### config.mk
export PLATFORM = sky130hd
export DESIGN_NAME = ps2_scan_decoder
export DESIGN_NICKNAME = d
export VERILOG_FILES = /design/src/rtl/ps2_scan_decoder.sv
export SDC_FILE = /design/constraint.sdc
export NUM_CORES = 1
export LEC_CHECK = 0
export ABC_CLOCK_PERIOD_IN_PS = 2150
export BUFFER_PORTS_ARGS = -buffer_cell sky130_fd_sc_hd__buf_2
export CAP_MARGIN = 40
export CORE_ASPECT_RATIO = 1.75
export CORE_MARGIN = 2
export CORE_UTILIZATION = 23
export DETAILED_ROUTE_END_ITERATION = 12
export HOLD_SLACK_MARGIN = 0.1
export PLACE_DENSITY_LB_ADDON = 0.05
export SYNTH_ARGS = -nofsm -noshare
export SYNTH_HDL_FRONTEND = slang
export SYNTH_SLANG_ARGS = --single-unit
### constraint.sdc
create_clock -name clk -period 2.15 [get_ports clk]
set_input_delay 0.645 -clock clk [delete_from_list [all_inputs] [get_ports clk]]
set_output_delay 0.645 -clock clk [all_outputs]
set_load 0.02 [all_outputs]
### src/rtl/ps2_scan_decoder.sv
// ps2_scan_decoder: pops PS/2 set-2 bytes from ps2_keyboard and tracks held key, press events and a BCD press count
module ps2_scan_decoder #(
    parameter bit IGNORE_REPEAT = 1'b1
) (
    input  logic       clk,
    input  logic       rst,
    input  logic [7:0] data,
    input  logic       ready,
    input  logic       overflow,
    output logic       nextdata_n,
    output logic [7:0] key_code,
    output logic       key_ext,
    output logic       key_valid,
    output logic       make_pulse,
    output logic       break_pulse,
    output logic [7:0] press_count,
    output logic       ovf_seen
);
    typedef enum logic {IDLE, POP} state_t;
    state_t     state, state_n;
    logic [7:0] byte_r, byte_n;
    logic       ext, ext_n, brk, brk_n;
    logic       nextdata_nn;
    logic [7:0] key_code_n, press_count_n, bcd_inc;
    logic       key_ext_n, key_valid_n, make_n, break_n, ovf_n;
    logic       same_key;
    assign same_key = key_valid && byte_r == key_code && ext == key_ext;
    assign bcd_inc  = (press_count[3:0] == 4'd9)
                    ? {(press_count[7:4] == 4'd9) ? 4'd0 : press_count[7:4] + 4'd1, 4'd0}
                    : {press_count[7:4], press_count[3:0] + 4'd1};
    // handshake and parse: decide next register values; outputs change only after a POP cycle
    always_comb begin
        state_n       = state;
        byte_n        = byte_r;
        ext_n         = ext;
        brk_n         = brk;
        nextdata_nn   = 1'b1;
        key_code_n    = key_code;
        key_ext_n     = key_ext;
        key_valid_n   = key_valid;
        make_n        = 1'b0;
        break_n       = 1'b0;
        press_count_n = press_count;
        ovf_n         = ovf_seen | overflow;
        if (state == IDLE) begin
            if (ready && nextdata_n) begin
                byte_n      = data;
                nextdata_nn = 1'b0;
                state_n     = POP;
            end
        end else begin
            state_n = IDLE;
            if (byte_r == 8'hE0) begin
                ext_n = 1'b1;
            end else if (byte_r == 8'hF0) begin
                brk_n = 1'b1;
            end else begin
                ext_n = 1'b0;
                brk_n = 1'b0;
                if (brk) begin
                    if (same_key) begin
                        key_valid_n = 1'b0;
                        break_n     = 1'b1;
                    end
                end else if (!(same_key && IGNORE_REPEAT)) begin
                    key_code_n    = byte_r;
                    key_ext_n     = ext;
                    key_valid_n   = 1'b1;
                    make_n        = 1'b1;
                    press_count_n = bcd_inc;
                end
            end
        end
    end
    // state register; reset discards any byte being processed
    always_ff @(posedge clk) begin
        if (rst) begin
            state       <= IDLE;
            byte_r      <= 8'h00;
            ext         <= 1'b0;
            brk         <= 1'b0;
            nextdata_n  <= 1'b1;
            key_code    <= 8'h00;
            key_ext     <= 1'b0;
            key_valid   <= 1'b0;
            make_pulse  <= 1'b0;
            break_pulse <= 1'b0;
            press_count <= 8'h00;
            ovf_seen    <= 1'b0;
        end else begin
            state       <= state_n;
            byte_r      <= byte_n;
            ext         <= ext_n;
            brk         <= brk_n;
            nextdata_n  <= nextdata_nn;
            key_code    <= key_code_n;
            key_ext     <= key_ext_n;
            key_valid   <= key_valid_n;
            make_pulse  <= make_n;
            break_pulse <= break_n;
            press_count <= press_count_n;
            ovf_seen    <= ovf_n;
        end
    end
endmodule

==> results of run 1 <==
==> final cells by class <==
cell class,count,area [um2]
flip-flops and latches,33,661
clock buffers,7,86.3
multi-input cells,105,788
inverters,5,18.8
fillers,670,4220
repair buffers,45,255
well taps,80,100
==> Yosys cell counts (all sizes together) <==
cell     instances  area share
nor3b            1      0.0087
nand4bb          2       0.016
dfxtp           33        0.46
mux2i           16        0.11
nor2b            2      0.0087
or3b             1      0.0079
inv              5       0.013
ha               1      0.0087
buf              1      0.0035
a211oi           2       0.010
and4bb           1      0.0087
nand4            1      0.0044
a31oi            2      0.0087
nand4b           1      0.0061
nand2b           2      0.0087
nor3             2      0.0070
nand3            6       0.021
nor4b            1      0.0061
xnor2            4       0.024
o21ai            2      0.0070
or2              1      0.0044
a2111oi          2       0.021
clkbuf           4       0.010
nor2            22       0.058
a21boi           1      0.0052
a21oi            9       0.031
xor2             9       0.055
nand3b           2       0.010
or3              1      0.0044
o211ai           1       0.015
and3             1      0.0044
nand2            6       0.016
nor4             3       0.013
==> metrics by stage <==
stage          cell area [um2]  setup WS [ns]  power (mW)
6_report                  1910          0.135        1.30
5_1_grt                   1910        0.00960        1.38
4_1_cts                   1880         0.0412        1.33
3_5_place_dp              1770         -0.162       0.839
3_3_place_gp              1770         -0.147       0.839
2_1_floorplan             1430          0.111       0.766
==> logic make-up after synthesis <==
family	count (synthesis)	synth area share
AO/OA/AOI/OAI	19	0.0987
buffers and inverters	10	0.0271
AND/OR/NAND/NOR	56	0.213
flip-flops	33	0.461
multiplexers	16	0.112
adder cells (fa/ha/maj)	1	0.00873
XOR/XNOR	13	0.0795
==> routing by layer <==
layer	share of wire	wire (um)	GRT usage
met5	0	0	0
met4	0.015	55	0.0512
met3	0.039	148	0.0323
met2	0.55	2080	0.211
met1	0.39	1490	0.125
==> path summary, 6_finish.rpt <==
path | start | to | slack (ns) | cells past startpoint
worst max register to register | byte_r[5] | press_count[4] | 0.14 | 8
worst max-delay path | byte_r[5] | press_count[4] | 0.14 | 8
worst min register to register | ovf_seen | ovf_seen | 0.47 | 2
worst min-delay path | ovf_seen | ovf_seen | 0.47 | 2
==> power groups by stage <==
stage               Combinational, mW  Sequential [mW]  Clock [mW]
finish                          0.175            0.655       0.470
global route                    0.194            0.658       0.526
CTS                             0.177            0.654       0.495
detailed placement              0.171            0.668           0
global placement                0.171            0.667           0
floorplan                      0.0848            0.681           0
==> worst max-delay path: cells and delay by family (launching register included) <==
kind	cells	cell delay, ns
AND/OR/NAND/NOR	4	0.40
adder cells (fa/ha/maj)	1	0.26
XOR/XNOR	2	0.39
flip-flops	1	0.44
AO/OA/AOI/OAI	1	0.39
==> timing repair <==
item | CTS | global route
setup endpoints to repair | 13 | 8
resized for setup | 4 | 5
pin swaps | 1 | 0
==> flow_summary.yaml, run 1 <==
cts:
  tritoncts: "yes"
  cts.sinks: 33
  cts_setup_buffers: 0
  clk_pin_slew_ns: 0.07
  htree_levels: 2
  clock_path_buffers: 2
  cts_buffers: 5
  cts_root_buffer: "clkbuf_8"
  insertion_delay_ns: 0.28
  cts_hold_buf: 0
drt:
  postRouteAntennaNets: 0
  wire_per_inst_um: 13.7
  vias: 1209
  drtIter0Drc: 33
  dr.pass1.iters: 4
  drc: 0
  routed_via_density: 4.40
  drt-total-wl_mm: 3.77
critical_path:
  slowest_delay_ns: 0.44
  critPathArrivalTime_ns: 2.16
  crit_type: "reg2reg"
  required_ns: 2.30
  endpoint_kind: "register"
  crit_chain: "xor2_1 -> nor4_2 -> nand4_1 -> ha_2 -> nand3_4 -> a2111oi_2 -> xnor2_1 -> nor2_1"
  cpMaxStageDelayCell: "dfxtp_1"
  worstSetupStartpointType: "register"
  critPathMaxFanout: 5
final_layout:
  drive_gt1_frac: 0.328
  area_growth_pct: 33.3
  final_util: 0.311
  final_nets: 208
  reg_top3: "byte_r (8), key_code (8), press_count (8)"
  layout_common_cells: "dfxtp_1, buf_2, nor2_1"
  insertedDiodeCount: 0
  final_cells: 275
logic_synthesis:
  seq_area_frac_synth: 0.461
  syn_inst: 148
  syn-cell-area_um2: 1430
  ys_ff_latch: 33
  ys_warn_count: 0
  synth_cell_types: 33
  syn-num-nets: 161
  syn-mean-instance-area_um2: 9.68
sta:
  fin_crit_sh: 0.937
  finalCriticalPeriod_ns: 2.01
  maxSlewViolCount: 0
  rsz0062_at_grt: "no"
  slew_headroom: 0.473
  worst_pin_slew_ns: 0.787
  clock_skew_ns: 0.00136
  setup_violations: 0
  max_freq_mhz: 496
  tns_ns: 0
  whs_ns: 0.467
  finalHoldViolations: 0
worst_hold_path:
  min_path_type: "reg2reg"
floorplanning:
  rows: 38
  dieArea_um2: 6900
  core_area_um2: 6130
  dieWidth_um: 63.7
  die_y_um: 108
  initial_core_util: 0.234
  ios: 34
status:
  status: "finished, final reports clean"
power:
  power_frac_clock: 0.361
  p_switching_uw: 333
  power_density_nw_per_um2: 681
  seqPwrFrac: 0.504
  p_int_uw: 968
  leakagePower_nw: 0.852
  swShare: 0.256
  vdd_drop_max_mv: 0.231
  comb_power_share: 0.135
grt:
  grt_max_degree: 33
  grt_pass1_wl_mm: 6.00
  grt_usage: 0.117
  grt-ovfl-total: 0
  antenna_found_initial: 0
  grt_pass1_vias: 1169
place:
  dp_hpwl_mm: 2.67
  dp_cells: 268
  place_congestion: 0.713
  portBuffers: 33
run:
  drv_cap: 0
Power figures use the tool's default switching activity.
==> run 2, diff against run 1 <==
--- a/config.mk
+++ b/config.mk
@@ -10,10 +10,11 @@
 export CAP_MARGIN = 40
 export CORE_ASPECT_RATIO = 1.75
 export CORE_MARGIN = 2
-export CORE_UTILIZATION = 23
+export CORE_UTILIZATION = 37
 export DETAILED_ROUTE_END_ITERATION = 12
 export HOLD_SLACK_MARGIN = 0.1
 export PLACE_DENSITY_LB_ADDON = 0.05
+export SKIP_LAST_GASP = 1
 export SYNTH_ARGS = -nofsm -noshare
 export SYNTH_HDL_FRONTEND = slang
 export SYNTH_SLANG_ARGS = --single-unit
==> run 2 against run 1 <==
  * Hold slack worse by 0.0076 ns
  * Global-route usage is 4.7 points higher
  * Combinational power is 5% lower
  * Worst setup slack better by 0.050 ns
  * Design area is 2.8% lower
  * Die area is 36% lower
  * First-iteration DRC count is 73% lower
  * Wire length is 15% lower
  * Non-clock buffer count stayed put
  * Critical path depth stayed put
  * Clock skew is 0.00071 ns higher
  * Critical path type unchanged
  * Critical endpoint is now press_count[6]
==> flow_summary.yaml, run 2 (same netlist as run 1, synthesis figures left out) <==
cts:
  cts.sinks: 33
  insertion_delay_ns: 0.28
  cts_buffers: 5
  htree_levels: 2
  cts_setup_buffers: 0
  clk_pin_slew_ns: 0.06
  cts_root_buffer: "clkbuf_8"
  tritoncts: "yes"
  clock_path_buffers: 2
sta:
  whs_ns: 0.459
  setup_violations: 0
  fin_crit_sh: 0.914
  worst_pin_slew_ns: 0.660
  finalHoldViolations: 0
  clock_skew_ns: 0.00207
  slew_headroom: 0.558
  max_freq_mhz: 509
  maxSlewViolCount: 0
  rsz0062_at_grt: "no"
  tns_ns: 0
  finalCriticalPeriod_ns: 1.97
final_layout:
  final_area_um2: 1860
  fill_cells: 367
  layout_common_cells: "buf_2, dfxtp_1, nor2_1"
  reg_top3: "byte_r (8), key_code (8), press_count (8)"
  drive_gt1_frac: 0.321
  final_nets: 208
  insertedDiodeCount: 0
  final_util: 0.507
  final_common_cell: "buf_2"
  area_growth_pct: 29.6
critical_path:
  cpMaxStageDelayCell: "dfxtp_1"
  crit_type: "reg2reg"
  critPathMaxFanout: 5
  endpoint_kind: "register"
  crit_chain: "xor2_1 -> nor4_2 -> nand4_1 -> ha_2 -> nand3_4 -> a2111oi_2 -> xnor2_1 -> nor2_1"
  slowest_delay_ns: 0.43
  worstSetupStartpointType: "register"
  critical-path-top-delay-family: "flip-flops"
  critPathArrivalTime_ns: 2.11
  required_ns: 2.29
  path_buf_inv: 0
floorplanning:
  dieArea_um2: 4410
  initial_core_util: 0.391
  core_area_um2: 3660
  ios: 34
  die_y_um: 86.3
  rows: 29
  dieWidth_um: 51.0
grt:
  grt-ovfl-total: 0
  grt_pass1_wl_mm: 5.36
  grt_pass1_vias: 1136
  antenna_found_initial: 0
  grt_usage: 0.163
  grt_max_degree: 33
power:
  leakagePower_nw: 0.846
  total_power_mw: 1.26
  power_density_nw_per_um2: 681
  vdd_drop_max_mv: 0.483
drt:
  drc: 0
  drt-total-wl_mm: 3.22
  wire_per_inst_um: 13.3
  routed_via_density: 4.86
  postRouteAntennaNets: 0
  drtIter0Drc: 9
  vias: 1177
  dr.pass1.iters: 3
run:
  drv_cap: 0
status:
  status: "finished, final reports clean"
place:
  place_congestion: 0.827
  placed_cell_area_um2: 1730
  portBuffers: 33
  dp_hpwl_mm: 2.38
worst_hold_path:
  min_path_type: "reg2reg"
-- run 2: changes by cell type in the layout (fill, tap and decap cells not counted) --
cell      previous run  this run
dfxtp_2              0         1
dfxtp_1             33        32
a211oi_2             1         0
clkbuf_1             1         3
a211oi_1             0         1
clkbuf_8             6         5
-- run 2: path summary, 6_finish.rpt --
check | from | endpoint | slack (ns) | cells after the start
worst max-delay path | byte_r[2] | press_count[6] | 0.18 | 8
worst min-delay path | ovf_seen | ovf_seen | 0.46 | 2
worst max register to register | byte_r[2] | press_count[6] | 0.18 | 8
worst min register to register | ovf_seen | ovf_seen | 0.46 | 2
-- run 2: where the power goes --
group	internal (mW)	total [mW]	switching, mW
combinational	0.0775	0.167	0.0892
sequential	0.635	0.658	0.0226
clock	0.230	0.440	0.210
total	0.943	1.26	0.322
-- run 2: area by class of cell --
class                   count  area, um2  share of cell area
clock buffers               8       80.1              0.0431
flip-flops and latches     33        662               0.356
multi-input cells         105        783               0.422
repair buffers             45        255               0.137
inverters                   5       18.8              0.0101
well taps                  46       57.6              0.0310
-- run 2: metrics by stage --
stage	setup slack, ns	std cells
after detailed placement	-0.0345	234
after CTS	0.000206	242
after floorplan	0.111	148
after global routing	0.0348	242
final	0.185	242
after global placement	0.0116	234
-- run 2: repair_timing --
item | 4_1_cts | 5_1_grt
pin swaps | 0 | 2
resized for setup | 2 | 7
hold buffers | 0 | 0
setup endpoints to repair | 4 | 7
-- run 2: tightest hold or removal path, cell delays in order (launching register included) --
cell	delay (ns)
dfxtp_1	0.32
nor2_1	0.04
nor2_1	0.06
-- run 2: metal layers --
layer / track usage / vias to the layer above / wire length, um
met5: 0 / - / 0
met4: 0.0737 / 0 / 59
met3: 0.0448 / 5 / 133
met2: 0.288 / 26 / 1690
met1: 0.176 / 540 / 1340
li1: - / 606 / -
